## src/rtl/sync_fifo.sv

```systemverilog
`default_nettype none
// ============================================================================
// Module      : sync_fifo
// Description : Single-clock FIFO with registered read data, occupancy count,
//               full/empty and programmable almost-full/almost-empty flags,
//               and one-cycle overflow/underflow pulses for rejected requests.
// Revision    : 1.0 - initial release
// ============================================================================
module sync_fifo #(
  parameter int DATA_WIDTH = 8,
  parameter int DEPTH      = 16,  // power of 2, >= 2
  parameter int AF_LEVEL   = 12,  // 1..DEPTH
  parameter int AE_LEVEL   = 4    // 0..DEPTH-1
) (
  input  logic                     clk,
  input  logic                     rst,
  input  logic                     wr_en,
  input  logic [DATA_WIDTH-1:0]    wr_data,
  input  logic                     rd_en,
  output logic [DATA_WIDTH-1:0]    rd_data,
  output logic                     full,
  output logic                     empty,
  output logic                     almost_full,
  output logic                     almost_empty,
  output logic [$clog2(DEPTH):0]   count,
  output logic                     overflow,
  output logic                     underflow
);

  localparam int AW = $clog2(DEPTH);
  localparam int CW = AW + 1;

  localparam logic [CW-1:0] C_DEPTH    = CW'(DEPTH);
  localparam logic [CW-1:0] C_AF_LEVEL = CW'(AF_LEVEL);
  localparam logic [CW-1:0] C_AE_LEVEL = CW'(AE_LEVEL);

  // Storage array; contents are deliberately left unreset.
  logic [DATA_WIDTH-1:0] mem_q [DEPTH];

  logic [AW-1:0]         wp_q, wp_d;
  logic [AW-1:0]         rp_q, rp_d;
  logic [CW-1:0]         count_q, count_d;
  logic [DATA_WIDTH-1:0] rd_data_q, rd_data_d;
  logic                  full_q, full_d;
  logic                  empty_q, empty_d;
  logic                  almost_full_q, almost_full_d;
  logic                  almost_empty_q, almost_empty_d;
  logic                  overflow_q, overflow_d;
  logic                  underflow_q, underflow_d;

  logic                  rd_ok;
  logic                  wr_ok;

  // Acceptance decisions and next-state values; a read at full frees the
  // slot the simultaneous write needs, but a write at empty never feeds the
  // same-cycle read (no fall-through).
  always_comb begin
    rd_ok          = rd_en & ~empty_q;
    wr_ok          = wr_en & (~full_q | rd_ok);

    wp_d           = wr_ok ? wp_q + AW'(1) : wp_q;
    rp_d           = rd_ok ? rp_q + AW'(1) : rp_q;
    count_d        = count_q + CW'(wr_ok) - CW'(rd_ok);
    rd_data_d      = rd_ok ? mem_q[rp_q] : rd_data_q;

    // Flags come from the next count so they track count on the same edge.
    full_d         = (count_d == C_DEPTH);
    empty_d        = (count_d == '0);
    almost_full_d  = (count_d >= C_AF_LEVEL);
    almost_empty_d = (count_d <= C_AE_LEVEL);

    overflow_d     = wr_en & ~wr_ok;
    underflow_d    = rd_en & ~rd_ok;
  end

  // Control and status registers; reset discards all requests on that edge.
  always_ff @(posedge clk) begin
    if (rst) begin
      wp_q           <= '0;
      rp_q           <= '0;
      count_q        <= '0;
      rd_data_q      <= '0;
      full_q         <= 1'b0;
      empty_q        <= 1'b1;
      almost_full_q  <= 1'b0;
      almost_empty_q <= 1'b1;
      overflow_q     <= 1'b0;
      underflow_q    <= 1'b0;
    end else begin
      wp_q           <= wp_d;
      rp_q           <= rp_d;
      count_q        <= count_d;
      rd_data_q      <= rd_data_d;
      full_q         <= full_d;
      empty_q        <= empty_d;
      almost_full_q  <= almost_full_d;
      almost_empty_q <= almost_empty_d;
      overflow_q     <= overflow_d;
      underflow_q    <= underflow_d;
    end
  end

  // Memory write port; a write presented during reset is dropped.
  always_ff @(posedge clk) begin
    if (!rst && wr_ok) begin
      mem_q[wp_q] <= wr_data;
    end
  end

  assign rd_data      = rd_data_q;
  assign full         = full_q;
  assign empty        = empty_q;
  assign almost_full  = almost_full_q;
  assign almost_empty = almost_empty_q;
  assign count        = count_q;
  assign overflow     = overflow_q;
  assign underflow    = underflow_q;

endmodule
`default_nettype wire

```

## config.mk

```make
export PLATFORM = sky130hd
export DESIGN_NAME = sync_fifo
export DESIGN_NICKNAME = d
export VERILOG_FILES = /design/src/rtl/sync_fifo.sv
export SDC_FILE = /design/constraint.sdc
export NUM_CORES = 1
export LEC_CHECK = 0
export CELL_PAD_IN_SITES_DETAIL_PLACEMENT = 2
export CELL_PAD_IN_SITES_GLOBAL_PLACEMENT = 2
export CORE_UTILIZATION = 48
export CTS_CLUSTER_SIZE = 28
export DETAILED_ROUTE_END_ITERATION = 16
export GPL_TIMING_DRIVEN = 0
export PLACE_DENSITY_LB_ADDON = 0.1
export SYNTH_ARGS = -nofsm -noshare
export SYNTH_HDL_FRONTEND = slang
export SYNTH_SLANG_ARGS = --single-unit
```

## constraint.sdc

```tcl
create_clock -name clk -period 5.15 [get_ports clk]
set_clock_uncertainty 0.1 [all_clocks]
set_input_delay 1.03 -clock clk [delete_from_list [all_inputs] [get_ports clk]]
set_output_delay 1.03 -clock clk [all_outputs]
set_load 0.01 [all_outputs]
```

==> results_dict.tcl <==
set metrics [dict create \
    syn_area_mm2 0.00613 \
    ys_warn_count 0 \
    critPathBufInv 3 \
    synth-seq-cells 155 \
    ys_seq_area_share_pct 71.5 \
    cp_slowest_cell "clkdlybuf4s50_1" \
    htreeDepth 4 \
    fin_nets 426 \
    gp_congestion 0.728 \
    path_cells "clkdlybuf4s50_1 > nand2b_1 > nand2_1 > nand2_1 > ha_1 > inv_1 > ha_1 > inv_1 > fa_1 > nor2b_1 > o21ai_0 > nand3_1 > nor3b_2 > and4_1" \
    cellLeakagePower_nw 2.35 \
    synth_top_area_share_pct 62.7 \
    worstSetupPathType "in2reg" \
    tns_ns 0 \
    critPathMaxStageDelay_ns 0.49 \
    setup_violations 0 \
    period_needed_ns 3.73 \
    syn_nets 378 \
    start_kind "input pin" \
    grt_max_degree 17 \
    layout-drive-gt1-share_pct 14.7 \
    finalMaxSlewViolations 0 \
    hold_viol_final 0 \
    async_reset_ff_share_pct 0 \
    crit_fanout 5 \
    placementRows 40 \
    cts_root_buf "clkbuf_16" \
    path_delay_family "simple AND/OR/NAND/NOR gates" \
    clk_pin_slew_ns 0.06 \
    total_power_mw 3.21 \
    critPathRequiredTime_ns 5.40 \
    synth-edff-count 128 \
    insertion_delay_ns 0.42 \
    synth_common_cells "128 x edfxtp_1, 27 x dfxtp_1, 24 x nor2_1" \
    grt_use_total_pct 27.4 \
    rsz0062_at_grt "no" \
    grt_pass1_wl_um 24200 \
    cts_hold_buf 0 \
    synth_cells 355 \
    drtIter0Drc 235 \
    final_cells 584 \
    detail_route.first_pass.iterations 5 \
    post_cts_buffers 0 \
    dp_hpwl_um 10600 \
    vias 3426 \
    cap_violations 0 \
    final_util_pct 58.6 \
    die_area_mm2 0.0132 \
    end_kind "flip-flop" \
    worst_pin_slew_ns 1.32 \
    hold_ws_ns 0.389 \
    vias_per_cell 5.87 \
    portBuffers 29 \
    syn_area_per_cell_um2 17.3 \
    final_antenna_net_count 0 \
    yosysMostFrequentCell "edfxtp_1" \
    synth_area_leaders "edfxtp_1 63%, dfxtp_1 8.8%, mux4_2 5.1%" \
    antenna_found_initial 0 \
    hp-class "reg2reg" \
    clockBufferDepth 2 \
    arrival_ns 3.98 \
    numCtsBuffers 17 \
    drc 0 \
    core_mm2 0.0122 \
    grt_pass1_vias 3789 \
    ys_types 34 \
    ios 31 \
    fmax_mhz 268 \
    overflow 0 \
    die_w_um 115 \
    dp_cells 552 \
    cts_tree "yes" \
    outcome "finished clean" \
    antenna_cells 0 \
    slew_headroom_pct 11.5 \
    wl_um 16400 \
    ctsResizeCount 0 \
    finalCritPeriodShare_pct 72.5 \
    synth-main-ff-cell "edfxtp_1" \
    post_drt_wl_per_cell_um 28.1 \
    yosysTopAreaCell "edfxtp_1" \
    fp.dieH_um 115 \
    irDropWorstVdd_mv 0.322 \
    cts.sinks 155 \
    power_density_mw_per_mm2 448 \
    area_growth_pct 16.8 \
    initial_core_util_pct 50.2 \
]
-- cells by family (layout without fill, tap and decap cells) --
kind of cell               count (synthesis)  in the layout  share of synthesized area (%)
DFF                                      155            155                           71.5
xor gates and xnor gates                   8              8                           1.14
adders and majority gates                 11             11                           2.37
buffers and inverters                     27             88                           2.22
AOI/OAI and AO/OA                         33             33                           3.69
and+or+nand+nor                           73             73                           5.53
muxes                                     48             48                           13.5
-- area by class of cell --
type	instances	area (um^2)
fill	1095	5050
sequential	155	4380
multi-input combinational	173	1630
clock buffer	28	487
timing repair buffer	29	290
tap	168	210
buffer	16	95.1
inverter	11	41.3
clock inverter	4	17.5
-- metrics by stage --
step | cell area [um^2] | setup WS (ns)
finish | 7160 | 1.42
global route | 7160 | 1.16
CTS | 7150 | 1.40
detailed placement | 6650 | 1.01
global placement | 6630 | 1.15
floorplan | 6130 | 1.95
-- routing by layer --
metal  GRT usage, %  vias up  part of all wire [%]
li1               -     1474                     -
met1           34.0     1812                    40
met2           46.8      120                    53
met3           6.33       20                   4.8
met4           10.9        0                   2.2
met5              0        -                     0
-- flip-flops by register name, indices dropped and copies added (netlist names) --
| signal | flops |
|---|---|
| full | 1 |
| almost_full | 1 |
| overflow | 1 |
| empty | 1 |
| almost_empty | 1 |
| rd_data | 8 |
| rp_q | 4 |
| wp_q | 4 |
| mem_q | 128 |
| underflow | 1 |
| count | 5 |
-- where the power goes --
group          leakage, nW  internal (mW)  switching [mW]
registers             1.37           1.43          0.0515
clock network        0.245          0.638           0.461
logic                0.733          0.288           0.338
-- placed cells by master (no fill, tap or decap), types with 3 or more instances in the layout --
cell,count
ha_1,10
dfxtp_1,27
clkdlybuf4s50_1,29
clkbuf_1,11
nor3_1,4
mux2_2,8
buf_2,9
edfxtp_1,128
nand3_1,6
a22oi_1,15
xor2_1,6
nand2_1,20
nand2b_1,5
mux4_2,14
nor3_2,4
clkbuf_16,17
nor2_1,24
mux2i_1,16
o211ai_1,8
a21oi_1,6
mux4_1,10
buf_1,3
nor2b_1,4
inv_1,11
-- worst reg2reg max path: stages, from the launching register on --
cell and delay [ns]:
dfxtp_1 0.46, nand2b_1 0.26, nand2_1 0.15, nand2_1 0.22
ha_1 0.27, inv_1 0.07, ha_1 0.19, inv_1 0.07
fa_1 0.41, nor2b_1 0.13, o21ai_0 0.11, nand3_1 0.10
nor3b_2 0.32, and4_1 0.26
-- worst paths after layout --
kind                                 start    endpoint  slack, ns  cells after the start
worst max-delay path                 rd_en        full       1.42                     14
worst min-delay path            rd_data[6]  rd_data[6]       0.39                      2
worst max register to register       empty        full       1.98                     13
worst min register to register  rd_data[6]  rd_data[6]       0.39                      2
Note: power is estimated with default switching activity, not from simulation.
